===== src/rtl/period_meter_pkg.sv =====
// Shared types and helpers for the period meter: FSM state encoding and
// the counter-width calculation used by the top level, interface and bench.
package period_meter_pkg;

    typedef enum logic {
        IDLE    = 1'b0,
        MEASURE = 1'b1
    } state_t;

    // Counter width able to hold every value from 0 up to max_count.
    function automatic int cw_of(input int max_count);
        return $clog2(max_count + 1);
    endfunction

endpackage


===== src/rtl/period_meter_if.sv =====
// Signal bundle for the period meter: the measured input and the
// measurement results. The master side is the meter itself, the slave
// side is whoever drives x and consumes the measurements.
interface period_meter_if #(
    parameter int CW = 10
);
    logic          x;
    logic [CW-1:0] period_cycles;
    logic [CW-1:0] high_cycles;
    logic          valid;
    logic          timeout;
    logic          measuring;

    modport master (
        input  x,
        output period_cycles,
        output high_cycles,
        output valid,
        output timeout,
        output measuring
    );

    modport slave (
        output x,
        input  period_cycles,
        input  high_cycles,
        input  valid,
        input  timeout,
        input  measuring
    );
endinterface


===== src/rtl/period_meter_edge_sync.sv =====
// Brings an asynchronous input into the clk domain and produces registered
// one-cycle rise/fall pulses. Both edges see the same pipeline depth, so the
// spacing between detected edges equals the spacing of the original edges.
module edge_sync #(
    parameter int SYNC_STAGES = 2
) (
    input  logic clk,
    input  logic reset,
    input  logic x,
    output logic rise,
    output logic fall
);

    logic [SYNC_STAGES-1:0] sync_chain;
    logic                   xs;
    logic                   xs_d;

    assign xs = sync_chain[SYNC_STAGES-1];

    // Synchroniser chain, one-cycle delay flop and registered edge pulses.
    always_ff @(posedge clk) begin
        if (reset) begin
            sync_chain <= '0;
            xs_d       <= 1'b0;
            rise       <= 1'b0;
            fall       <= 1'b0;
        end else begin
            sync_chain <= {sync_chain[SYNC_STAGES-2:0], x};
            xs_d       <= xs;
            rise       <= xs & ~xs_d;
            fall       <= ~xs & xs_d;
        end
    end

endmodule


===== src/rtl/period_meter.sv =====
// Measures the period and high-time of a slow input in clk cycles. A rise
// starts a measurement; each subsequent rise closes one period and strobes
// valid. If no rise arrives by MAX_COUNT cycles the measurement is abandoned
// and the sticky timeout flag is raised until the next good measurement.
module period_meter
    import period_meter_pkg::*;
#(
    parameter int MAX_COUNT   = 1023,
    parameter int SYNC_STAGES = 2
) (
    input  logic            clk,
    input  logic            reset,
    period_meter_if.master  bus
);

    localparam int CW = cw_of(MAX_COUNT);

    logic          rise;
    logic          fall;
    state_t        state;
    logic [CW-1:0] counter;
    logic [CW-1:0] high_next;
    logic [CW-1:0] period_reg;
    logic [CW-1:0] high_reg;
    logic          valid_reg;
    logic          timeout_reg;
    logic          measuring_reg;

    edge_sync #(
        .SYNC_STAGES(SYNC_STAGES)
    ) u_edge_sync (
        .clk   (clk),
        .reset (reset),
        .x     (bus.x),
        .rise  (rise),
        .fall  (fall)
    );

    // Measurement FSM with its cycle counter and registered outputs; the
    // saturation test comes before the increment so the counter never wraps.
    always_ff @(posedge clk) begin
        if (reset) begin
            state         <= IDLE;
            counter       <= '0;
            high_next     <= '0;
            period_reg    <= '0;
            high_reg      <= '0;
            valid_reg     <= 1'b0;
            timeout_reg   <= 1'b0;
            measuring_reg <= 1'b0;
        end else begin
            valid_reg <= 1'b0;
            case (state)
                IDLE: begin
                    if (rise) begin
                        counter       <= CW'(1);
                        state         <= MEASURE;
                        measuring_reg <= 1'b1;
                    end
                end
                MEASURE: begin
                    if (fall) begin
                        high_next <= counter;
                    end
                    if (rise) begin
                        period_reg  <= counter;
                        high_reg    <= high_next;
                        valid_reg   <= 1'b1;
                        timeout_reg <= 1'b0;
                        counter     <= CW'(1);
                    end else if (counter == CW'(MAX_COUNT)) begin
                        timeout_reg   <= 1'b1;
                        state         <= IDLE;
                        measuring_reg <= 1'b0;
                        counter       <= '0;
                    end else begin
                        counter <= counter + CW'(1);
                    end
                end
                default: begin
                    state         <= IDLE;
                    measuring_reg <= 1'b0;
                    counter       <= '0;
                end
            endcase
        end
    end

    assign bus.period_cycles = period_reg;
    assign bus.high_cycles   = high_reg;
    assign bus.valid         = valid_reg;
    assign bus.timeout       = timeout_reg;
    assign bus.measuring     = measuring_reg;

endmodule


===== src/flat_wrapper.sv =====
// flat-port wrapper written by rule: the top's interface ports become plain ports
module period_meter_flat import period_meter_pkg::*;
#(
    parameter int MAX_COUNT   = 1023,
    parameter int SYNC_STAGES = 2
)
  (clk, reset, bus_x, bus_period_cycles, bus_high_cycles, bus_valid, bus_timeout, bus_measuring);
  period_meter_if #(.CW((cw_of(MAX_COUNT)))) bus_i ();
  input  logic clk;
  input  logic reset;
  input wire logic [$bits(bus_i.x)-1:0] bus_x;
  output wire logic [$bits(bus_i.period_cycles)-1:0] bus_period_cycles;
  output wire logic [$bits(bus_i.high_cycles)-1:0] bus_high_cycles;
  output wire logic [$bits(bus_i.valid)-1:0] bus_valid;
  output wire logic [$bits(bus_i.timeout)-1:0] bus_timeout;
  output wire logic [$bits(bus_i.measuring)-1:0] bus_measuring;
  assign bus_i.x = bus_x;
  assign bus_period_cycles = bus_i.period_cycles;
  assign bus_high_cycles = bus_i.high_cycles;
  assign bus_valid = bus_i.valid;
  assign bus_timeout = bus_i.timeout;
  assign bus_measuring = bus_i.measuring;
  period_meter #(.MAX_COUNT(MAX_COUNT), .SYNC_STAGES(SYNC_STAGES)) u_core (.clk(clk), .reset(reset), .bus(bus_i));
endmodule

===== config.mk =====
export PLATFORM = sky130hd
export DESIGN_NAME = period_meter_flat
export DESIGN_NICKNAME = d
export VERILOG_FILES = /design/src/rtl/period_meter_pkg.sv /design/src/rtl/period_meter_if.sv /design/src/rtl/period_meter_edge_sync.sv /design/src/rtl/period_meter.sv /design/src/flat_wrapper.sv
export SDC_FILE = /design/constraint.sdc
export NUM_CORES = 1
export LEC_CHECK = 0
export BUFFER_PORTS_ARGS = -buffer_cell sky130_fd_sc_hd__buf_4
export CORE_MARGIN = 8
export CORE_UTILIZATION = 55
export DETAILED_ROUTE_END_ITERATION = 8
export GPL_TIMING_DRIVEN = 0
export PLACE_DENSITY_LB_ADDON = 0.3
export SLEW_MARGIN = 10
export SYNTH_ARGS = -nofsm -noshare
export SYNTH_HDL_FRONTEND = slang
export SYNTH_HIERARCHICAL = 1
export SYNTH_SLANG_ARGS = --single-unit

===== constraint.sdc =====
create_clock -name clk -period 1.9 [get_ports clk]
set_clock_uncertainty 0.15 [all_clocks]
set_input_delay 0.57 -clock clk [delete_from_list [all_inputs] [get_ports clk]]
set_output_delay 0.57 -clock clk [all_outputs]
set_load 0.1 [all_outputs]

### After elaboration in Yosys (flattened, before gate mapping)

Index checks and enable logic that the tools add are counted.

* flip-flop bits (word level): 49
* input bits: 3
* output and inout port bits: 23
* logic and storage cells: 42

* add/sub/neg operators: 1
* equality and inequality tests: 4
* muxes and demuxes: 14
* bitwise operators: 5
* reductions and logical operators: 6

Operators by type and width (number)
* 10-bit two-way mux: 3
* 10-bit one-hot mux with 2 select lines: 1
* 10-bit by 1-bit adder with 10-bit output (second input constant): 1
* 10-bit == test (second input constant): 1
* 1-bit two-way mux: 8
* 2-bit inequality test (second input constant): 3
* 2-bit AND reduction: 3
* 1-bit one-hot mux with 2 select lines: 2
* 1-bit NOT: 3
* 3-bit AND reduction: 1
* 1-bit AND: 2
* 2-bit nonzero test: 1
* 2-bit OR reduction: 1

### Longest topological paths before layout

Gate-level depths: netlist of the first run.

* depth after elaboration: 4
* depth in mapped cells: 5
* gate-level depth less buffers: 4

### Cells and area by module

Netlist of the first run, hierarchy kept.

Modules (own cells, without submodules)
* period_meter: times used 1, cells an instance 171, area each 1635.3 sq um, seq. area each 880.8 sq um
* edge_sync: times used 1, cells an instance 10, area each 133.9 sq um, seq. area each 100.1 sq um

### Least setup slack after synthesis of the first run

Ideal clock, no wire load.

* path kind: input-to-reg
* from: in reset
* to: reg u_core.counter[5]
* setup time: 70 ps
* arrival: 1554 ps
* data required time: 1680 ps
* path slack: 126 ps
* stages on the path: 5
* buffers on the path: 2
* cells stage by stage: buf_2 -> or2_2 -> buf_2 -> o41ai_1 -> o21bai_1

RTL lines
* start, declared: line flat_wrapper.sv:10 `input logic reset;`
* end signal, assigned: line period_meter.sv:77 `counter <= counter + CW'(1);`
* end, declared: line period_meter.sv:21 `logic [CW-1:0] counter;`

### Final worst setup path of the first run

* from: reg u_core.period_reg[5], in the netlist u_core/bus.period_cycles[5]
* to: out bus_period_cycles[5]

RTL lines
* start, declared: line period_meter.sv:23 `logic [CW-1:0] period_reg;`
* start signal, assigned: line period_meter.sv:66 `period_reg <= counter;`
* end, declared: line flat_wrapper.sv:12 `output wire logic [$bits(bus_i.period_cycles)-1:0] bus_period_cycles;`

No word-level cell between the ends.

==> reports/results.txt, run 1 <==
H-tree Lvls: 2
Routability Congestion: 0.867
Area Growth Syn to Fin: 16.8%
CP bufs+invs: 1
DP HPWL: 2.98 mm
Worst path slowest cell: dfxtp_1
n_diodes: 0
largest net degree at the start of global routing: 16
Post-synth EDFFs: 0
Top Layer Used: met4
Synth Area in XOR/XNOR: 0.00990
Worst-path clk slew: 0.14 ns
FF+latch count, synth: 49
Synth Area in Simple Gates: 0.171
Cells after Synth: 181
Primary FF master, synth: dfxtp_1
Worst EP arrival: 1.04 ns
Power Total: 1.57 mW
post-route ant nets: 0
post-route cell area: 2070 sq um
IO Count: 26
setup TNS: 0 ns
Synth area leaders: dfxtp_1 55%, a22o_1 9.9%, nand2_1 5.5%, a21oi_1 5.1%, nand3_1 2.0%
critical path fanouts, max: 2
via count: 1,501
CP max stage delay: 0.37 ns
Netlist cell types: 37
Chip Width: 72.7 microns
R2R Setup Slk: 0.14 ns
drt total wl: 4.10 mm
RSZ-0062 raised after global routing: false
cell chain of the critical path: buf_4
pins over their slew limit: 0
largest family of logic cells by synthesized area: compound AO/OA/AOI/OAI gates
synth warn: 6
effective utilization at floorplan: 0.580
met3 routed WL: 369 microns
Seq. cell area: 981 sq um
clk sinks: 49
max_slew headroom: 0.660
post-CTS sizing: 0
pre-CTS setup slack: -0.124 ns
first-pass GRT wire length: 6.78 mm
Final #Nets: 217
complex-gate fraction of the synthesized area: 0.215
number of max-cap violations: 0
Avg Inst Size Synth: 9.77 sq um
Period Utilization, post-route: 0.929
gr usage total: 0.163
Root Buffer Master: clkbuf_4
hold path depth: 2
Core Area: 3050 sq um
fillers: 250
post-synth top area cell: dfxtp_1
die footprint: 5290 sq um
DR WL/cell: 15.9 microns
post-CTS setup buffers: 0
Die Ht: 72.7 microns
ys async rst share: 0
Worst path top cell family by delay: flip-flops
crit path kind: reg -> out
Reg2Reg Launch Point: u_core/counter[0]$_SDFFE_PP0P_
first drt pass iteration count: 4
Min Clock Period, post-route: 1.76 ns
1st-iter DRT viols: 146
cts hold-fix bufs: 0
LEAKAGE: 0.784 nW
vias in the first global route: 1,472
VDD IR max: 0.000480 V
Tightest Hold Check Type: in -> reg
DRC Markers: 0
Syn Std Cell Area: 1770 sq um
number of port buffers: 25
CTS tree: done
initial antenna violation count: 0
hold_sp: reset
share of layout cells above drive strength 1: 0.201
syn_nets: 185
fraction of the mapped netlist area in adder cells: 0.00707
multi-input logic area: 713 sq um
status: completed
multiplexer share of the synthesized area: 0
WHS: 0.238 ns
Final setup viols: 0
met2 WL: 2.07 mm
CP startpoint kind: flop
Power Density: 762 nW/um^2
M1 wire length: 1.59 mm
part of the Yosys area used for sequential elements: 0.554
GR Overflow Total: 0
Clock Path Buffers: 2
Clock Latency Late Sink: 0.36 ns
Synth top area share: 0.554
worst-margin pin slew: 0.511 ns
CP Data Required Time: 1.18 ns
Hold Path Sink: u_core/u_edge_sync/sync_chain[1]$_SDFF_PP0_
R2R depth: 4
vias per cell: 5.82
Max Freq: 0.567 GHz
dpl cell area: 2010 sq um
Fin. Hold Viols: 0
Final WS setup: 0.135 ns
Row Count: 20
Inserted Clock Buffers: 5
r2r endpoint: u_core/counter[7]$_SDFFE_PP0P_
Crit. End Element: primary output
-- synthesized netlist by cell type (all sizes together) (3+ instances only) --
cell type and count:
and2 3, nand2 26, a21oi 18, dfxtp 49, buf 6, inv 5
clkbuf 7, nor2b 3, nor2 3, nor3 4, nand3 7, a22o 20
-- worst max-delay path by stage --
stage                                        startpoint                              to  slack [ns]  cells past startpoint
2_1_floorplan                                     reset  u_core/counter[5]$_SDFFE_PP0P_        0.13                      5
3_3_place_gp                                      reset  u_core/counter[5]$_SDFFE_PP0P_       -0.10                      6
3_5_place_dp                                      reset  u_core/counter[5]$_SDFFE_PP0P_       -0.12                      6
4_1_cts        u_core/bus.period_cycles[5]$_SDFFE_PP0P_            bus_period_cycles[5]        0.13                      1
5_1_grt        u_core/bus.period_cycles[5]$_SDFFE_PP0P_            bus_period_cycles[5]        0.08                      1
6_report       u_core/bus.period_cycles[5]$_SDFFE_PP0P_            bus_period_cycles[5]        0.14                      1
-- layer usage --
| metal | GRT usage | up-vias |
|---|---|---|
| li1 | - | 717 |
| met1 | 0.172 | 696 |
| met2 | 0.286 | 79 |
| met3 | 0.0508 | 9 |
| met4 | 0.0778 | 0 |
| met5 | 0 | - |
-- stage by stage --
stage,cells,utilization
after floorplan,181,-
final,258,0.677
after global placement,250,0.659
after global routing,258,0.677
after detailed placement,250,0.659
after CTS,258,0.677
-- where the power goes --
group	total, mW	internal (mW)	switching [mW]
clock network	0.465	0.140	0.325
logic	0.0592	0.0185	0.0407
registers	1.05	1.04	0.0124
-- cells in the final DEF, fill, tap and decap left out, types with 4 or more instances in the layout --
cell	count
nor3_1	4
a22o_1	20
buf_2	6
a21oi_1	18
clkbuf_1	7
buf_4	25
nand2_1	26
clkbuf_4	5
inv_1	5
nand3_1	7
dfxtp_1	49
-- cell families (layout without fill, tap and decap cells) --
logic type | Yosys count | count (layout)
AND/OR/NAND/NOR | 58 | 58
AO/OA/AOI/OAI | 53 | 53
XOR/XNOR | 2 | 2
buffers and inverters | 18 | 51
flip-flops | 49 | 49
adder cells (fa/ha/maj) | 1 | 1
-- area by class of cell --
class	instances	area share
Inverter	5	0.00908
Multi-Input combinational cell	114	0.345
Buffer	13	0.0272
Clock inverter	3	0.00847
Sequential cell	49	0.475
Timing Repair Buffer	25	0.0908
Clock buffer	5	0.0182
Tap cell	44	0.0266
(Power assumes the default switching activity.)
==> run 2, diff against run 1 <==
CORE_MARGIN = 3   (was 8)
CORE_UTILIZATION = 49   (was 55)
clock period = 1.6 ns   (was 1.9 ns; I/O delays follow)
==> run 2 against run 1 <==
Against the previous run: sequential share of layout area is 7.0 points lower; global-route usage grew 4.2 points; clock power increased by 21%; flip-flop and latch count did not move; wire length increased by 14%; count of clock-buffer cells in the layout rose by 2; via count is 4.7% higher; final cell count up 2.3%; register-to-register slack got worse by 0.08 ns; non-clock buffer count grew 4; largest cell class unchanged; largest power group unchanged.
==> reports/results.txt, run 2 (same netlist as run 1, synthesis figures left out) <==
Chip Width: 66.1 microns
CP startpoint kind: flop
LEAKAGE: 0.905 nW
Critical path origin: u_core/bus.high_cycles[6]$_SDFFE_PP0P_
pins over their slew limit: 0
CP Data Required Time: 0.97 ns
clk sinks: 49
share of layout cells above drive strength 1: 0.381
Seq. cell area: 1010 sq um
1st-iter DRT viols: 121
max_slew headroom: 0.689
number of port buffers: 25
Worst path slowest cell: dfxtp_2
Worst path top cell family by delay: flip-flops
Power Density: 755 nW/um^2
crit path kind: reg -> out
Power Total: 1.89 mW
Finished Layout Cells: 264
Tightest Hold Check Type: in -> reg
n_diodes: 0
post-route ant nets: 0
CP bufs+invs: 1
multi-input logic area: 787 sq um
Final #Nets: 222
DP HPWL: 2.75 mm
critical path fanouts, max: 2
IO Count: 26
CTS tree: done
gr usage total: 0.205
CP endpoint: bus_high_cycles[6]
Die Ht: 66.1 microns
Area Growth Syn to Fin: 41.7%
DRC Markers: 0
DR WL/cell: 17.7 microns
CP max stage delay: 0.38 ns
Reg2Reg Launch Point: u_core/counter[5]$_SDFFE_PP0P_
Period Utilization, post-route: 0.964
Placed Instances: 252
commonest non-fill, non-tap cell in the layout: dfxtp_2
die footprint: 4370 sq um
Inserted Clock Buffers: 5
cell chain of the critical path: buf_12
vias per cell: 5.95
Min Clock Period, post-route: 1.54 ns
number of max-cap violations: 0
first drt pass iteration count: 4
GR Overflow Total: 0
Fin. Hold Viols: 0
drt total wl: 4.68 mm
cts hold-fix bufs: 0
Row Count: 21
via count: 1,571
fin util: 0.734
Clock Path Buffers: 2
Core Area: 3420 sq um
R2R depth: 4
Crit path depth: 1
fillers: 216
Max Freq: 0.648 GHz
Clock Latency Late Sink: 0.35 ns
commonest cells after routing, fill and taps aside: 26 x dfxtp_2, 25 x nand2_1, 23 x dfxtp_1
H-tree Lvls: 2
worst-margin pin slew: 0.466 ns
effective utilization at floorplan: 0.518
initial antenna violation count: 0
Final setup viols: 0
Routability Congestion: 0.842
r2r endpoint: u_core/counter[0]$_SDFFE_PP0P_
Root Buffer Master: clkbuf_4
status: completed
largest net degree at the start of global routing: 14
R2R Setup Slk: 0.06 ns
Crit. End Element: primary output
VDD IR max: 0.000584 V
first-pass GRT wire length: 6.71 mm
setup TNS: 0 ns
vias in the first global route: 1,404
Worst-path clk slew: 0.13 ns
Worst EP arrival: 0.91 ns
==> run 2: cell types whose count changed in the layout (fill, tap and decap cells not counted), moves of 2 or more <==
cell	previous run	this run
dfxtp_1	49	23
clkbuf_1	7	4
buf_12	0	22
dfxtp_2	0	26
clkbuf_2	0	4
buf_4	25	9
buf_2	6	2
clkinv_2	2	0
==> run 2: area by class of cell <==
class | count | share of cell area
Tap cell | 46 | 0.0230
Clock buffer | 7 | 0.0220
Inverter | 5 | 0.00749
Sequential cell | 49 | 0.404
Buffer | 13 | 0.0299
Timing Repair Buffer | 29 | 0.200
Multi-Input combinational cell | 115 | 0.314
==> run 2: per-stage QoR <==
| stage | setup slack, ns | hold WS (ns) | area [sq um] |
|---|---|---|---|
| final | 0.0573 | 0.155 | 2510 |
| after global routing | -0.0207 | 0.131 | 2510 |
| after CTS | -0.0375 | 0.147 | 2270 |
| after detailed placement | -0.234 | 0.266 | 2040 |
| after global placement | -0.194 | 0.249 | 2040 |
| after floorplan | 0.0111 | 0.237 | 1790 |
==> run 2: how the worst min path moves through the flow <==
stage	from	end	slack, ns	cells after the start
6_report	reset	u_core/u_edge_sync/rise$_SDFF_PP0_	0.15	2
3_5_place_dp	u_core/u_edge_sync/xs_d$_SDFF_PP0_	u_core/u_edge_sync/rise$_SDFF_PP0_	0.27	1
4_1_cts	reset	u_core/u_edge_sync/sync_chain[0]$_SDFF_PP0_	0.15	2
5_1_grt	reset	u_core/u_edge_sync/sync_chain[0]$_SDFF_PP0_	0.13	2
2_1_floorplan	u_core/u_edge_sync/xs_d$_SDFF_PP0_	u_core/u_edge_sync/rise$_SDFF_PP0_	0.24	1
3_3_place_gp	u_core/u_edge_sync/xs_d$_SDFF_PP0_	u_core/u_edge_sync/rise$_SDFF_PP0_	0.25	1
==> run 2: power by group <==
part	switching, mW	internal [mW]
Clock	0.353	0.208
Sequential	0.0176	1.23
Combinational	0.0528	0.0311
==> run 2: per-layer routing <==
layer,global-route usage,part of all wire,vias to the layer above
met5,0,0,-
li1,-,-,735
met3,0.0493,0.055,9
met1,0.240,0.41,775
met2,0.352,0.52,52
met4,0.0914,0.015,0
==> run 2: timing repair <==
| action | 4_1_cts | 5_1_grt |
|---|---|---|
| gates resized for setup | 49 | 66 |
| setup buffers | 0 | 4 |
| endpoints found under the setup margin | 37 | 50 |
| gates cloned | 0 | 1 |
| pin swaps | 0 | 1 |
==> run 3, diff against run 2 <==
ABC_AREA = 1   (was not set)
CORE_UTILIZATION = 50   (was 49)
==> run 3 against run 2 <==
Against the previous run: worst setup slack worse by 0.018 ns; clock power is 32% higher; die area up 6.5%; wire length is 17% lower; combinational power is 13% lower; synthesized cell count is 31% higher.
==> reports/results.txt, run 3 <==
H-tree Lvls: 2
Worst path slowest cell: dfxtp_1
effective utilization at floorplan: 0.549
Syn Std Cell Area: 1930 sq um
pins over their slew limit: 0
gr usage total: 0.181
VDD IR max: 0.000476 V
post-synth top area cell: dfxtp_1
Final setup viols: 0
Core Area: 3520 sq um
via count: 1,616
commonest non-fill, non-tap cell in the layout: dfxtp_1
Max Freq: 0.641 GHz
die footprint: 4650 sq um
Placed Instances: 309
ys async rst share: 0
Power Total: 2.04 mW
CTS tree: done
hold_sp: reset
cell chain of the critical path: buf_4
CP max stage delay: 0.34 ns
status: completed
largest net degree at the start of global routing: 16
Root Buffer Master: clkbuf_8
syn_nets: 242
Finished Layout Cells: 319
first drt pass iteration count: 4
initial antenna violation count: 0
Clock Path Buffers: 2
Clock Latency Late Sink: 0.30 ns
Power Density: 880 nW/um^2
hold path depth: 2
vias per cell: 5.07
n_diodes: 0
clk sinks: 49
Tightest Hold Check Type: in -> reg
Period Utilization, post-route: 0.976
R2R depth: 8
Worst path top cell family by delay: flip-flops
DP HPWL: 2.76 mm
DRC Markers: 0
DR WL/cell: 12.1 microns
part of the Yosys area used for sequential elements: 0.507
r2r endpoint: u_core/counter[4]$_SDFFE_PP0P_
worst-margin pin slew: 0.526 ns
FF+latch count, synth: 49
IO Count: 26
Netlist cell types: 23
RSZ-0062 raised after global routing: false
Worst-path clk slew: 0.09 ns
drt total wl: 3.87 mm
commonest cells after routing, fill and taps aside: 47 x dfxtp_1, 40 x nand2_1, 27 x inv_1
Inserted Clock Buffers: 5
synth warn: 6
R2R Setup Slk: 0.10 ns
Min Clock Period, post-route: 1.56 ns
Avg Inst Size Synth: 8.13 sq um
Crit. End Element: primary output
Post-synth EDFFs: 0
number of port buffers: 25
CP bufs+invs: 1
Row Count: 21
post-route ant nets: 0
number of max-cap violations: 0
Fin. Hold Viols: 0
Hold Path Sink: u_core/u_edge_sync/sync_chain[1]$_SDFF_PP0_
critical path fanouts, max: 2
first-pass GRT wire length: 6.25 mm
Die Ht: 68.2 microns
count leader, synth: dfxtp_1
Reg2Reg Launch Point: u_core/counter[0]$_SDFFE_PP0P_
share of layout cells above drive strength 1: 0.260
CP startpoint kind: flop
crit path kind: reg -> out
vias in the first global route: 1,406
Area Growth Syn to Fin: 20.1%
Final #Nets: 276
Cells after Synth: 238
GR Overflow Total: 0
top cells by count, synth: 49 x dfxtp_1, 40 x nand2_1, 27 x inv_1
max_slew headroom: 0.648
Chip Width: 68.2 microns
CP Data Required Time: 0.97 ns
Routability Congestion: 0.865
Synth area leaders: dfxtp_1 51%, nand2_1 7.8%, nand3_1 6.5%, o21ai_0 5.4%, inv_1 5.2%
Worst EP arrival: 0.93 ns
Synth top area share: 0.507
LEAKAGE: 0.971 nW
1st-iter DRT viols: 131
Primary FF master, synth: dfxtp_1
==> run 3: changes by cell type in the layout (fill, tap and decap cells not counted), moves of 10 or more <==
cell / previous run / this run
buf_4: 9 / 23
nand3_1: 6 / 24
nand2_1: 25 / 40
a22o_1: 20 / 0
inv_1: 5 / 27
o21ai_0: 1 / 21
dfxtp_2: 26 / 1
o21ai_2: 0 / 10
nor2_1: 3 / 20
dfxtp_1: 23 / 47
buf_12: 22 / 0
==> run 3: per-stage QoR <==
stage               setup WS [ns]  instance area (sq um)   util  setup TNS, ns  hold WS (ns)
floorplan                  0.0450                   1930      -              0         0.238
global placement          -0.0503                   2180  0.619         -0.358         0.247
detailed placement        -0.0500                   2180  0.619         -0.497         0.254
CTS                        0.0146                   2280  0.647              0         0.206
finish                     0.0389                   2320  0.660              0         0.211
global route              0.00227                   2320  0.660              0         0.203
==> run 3: what timing repair did <==
item                                    CTS  global route
endpoints found under the setup margin    1            15
hold buffers                              0             0
setup buffers                             0             2
resized for setup                         1             9
pin swaps                                 0             2
==> run 3: worst reg2reg max path, delay by kind of cell (launching register included) <==
kind,cells,cell delay (ns)
and+or+nand+nor,6,0.58
DFF,1,0.37
AOI/OAI and AO/OA,1,0.13
adders and majority gates,1,0.19
==> run 3: area by class of cell <==
type | instances | area (sq um)
tap | 46 | 57.6
sequential | 49 | 986
clock buffer | 6 | 82.6
timing repair buffer | 27 | 221
multi-input combinational | 151 | 791
buffer | 9 | 58.8
inverter | 29 | 111
fill | 313 | 1200
clock inverter | 2 | 13.8
==> run 3: layer usage <==
metal | global-route usage | routed length, microns | vias up
met2 | 0.309 | 1890 | 45
met4 | 0.0744 | 58 | 0
met3 | 0.0394 | 226 | 8
li1 | - | - | 833
met5 | 0 | 0 | -
met1 | 0.218 | 1700 | 730
==> run 3: report_power, final <==
part / leakage (nW) / switching, mW / internal (mW)
clock: 0.0512 / 0.389 / 0.350
combinational: 0.523 / 0.0510 / 0.0217
sequential: 0.397 / 0.00693 / 1.23
==> run 3: worst max path at each step <==
stage / start / end / cells after the start
after CTS: u_core/bus.high_cycles[1]$_SDFFE_PP0P_ / bus_high_cycles[1] / 1
after global routing: u_core/bus.high_cycles[5]$_SDFFE_PP0P_ / bus_high_cycles[5] / 1
after detailed placement: reset / u_core/bus.measuring$_SDFFE_PP0P_ / 6
after global placement: reset / u_core/bus.measuring$_SDFFE_PP0P_ / 6
after floorplan: u_core/bus.high_cycles[0]$_SDFFE_PP0P_ / bus_high_cycles[0] / 0
final: u_core/bus.high_cycles[2]$_SDFFE_PP0P_ / bus_high_cycles[2] / 1
==> run 3: kinds of logic after synthesis <==
| family | synth area share |
|---|---|
| buf+inv | 0.0880 |
| xor+xnor | 0.00453 |
| compound gates | 0.149 |
| flops | 0.507 |
| fa+ha+maj | 0.00647 |
| simple gates | 0.245 |
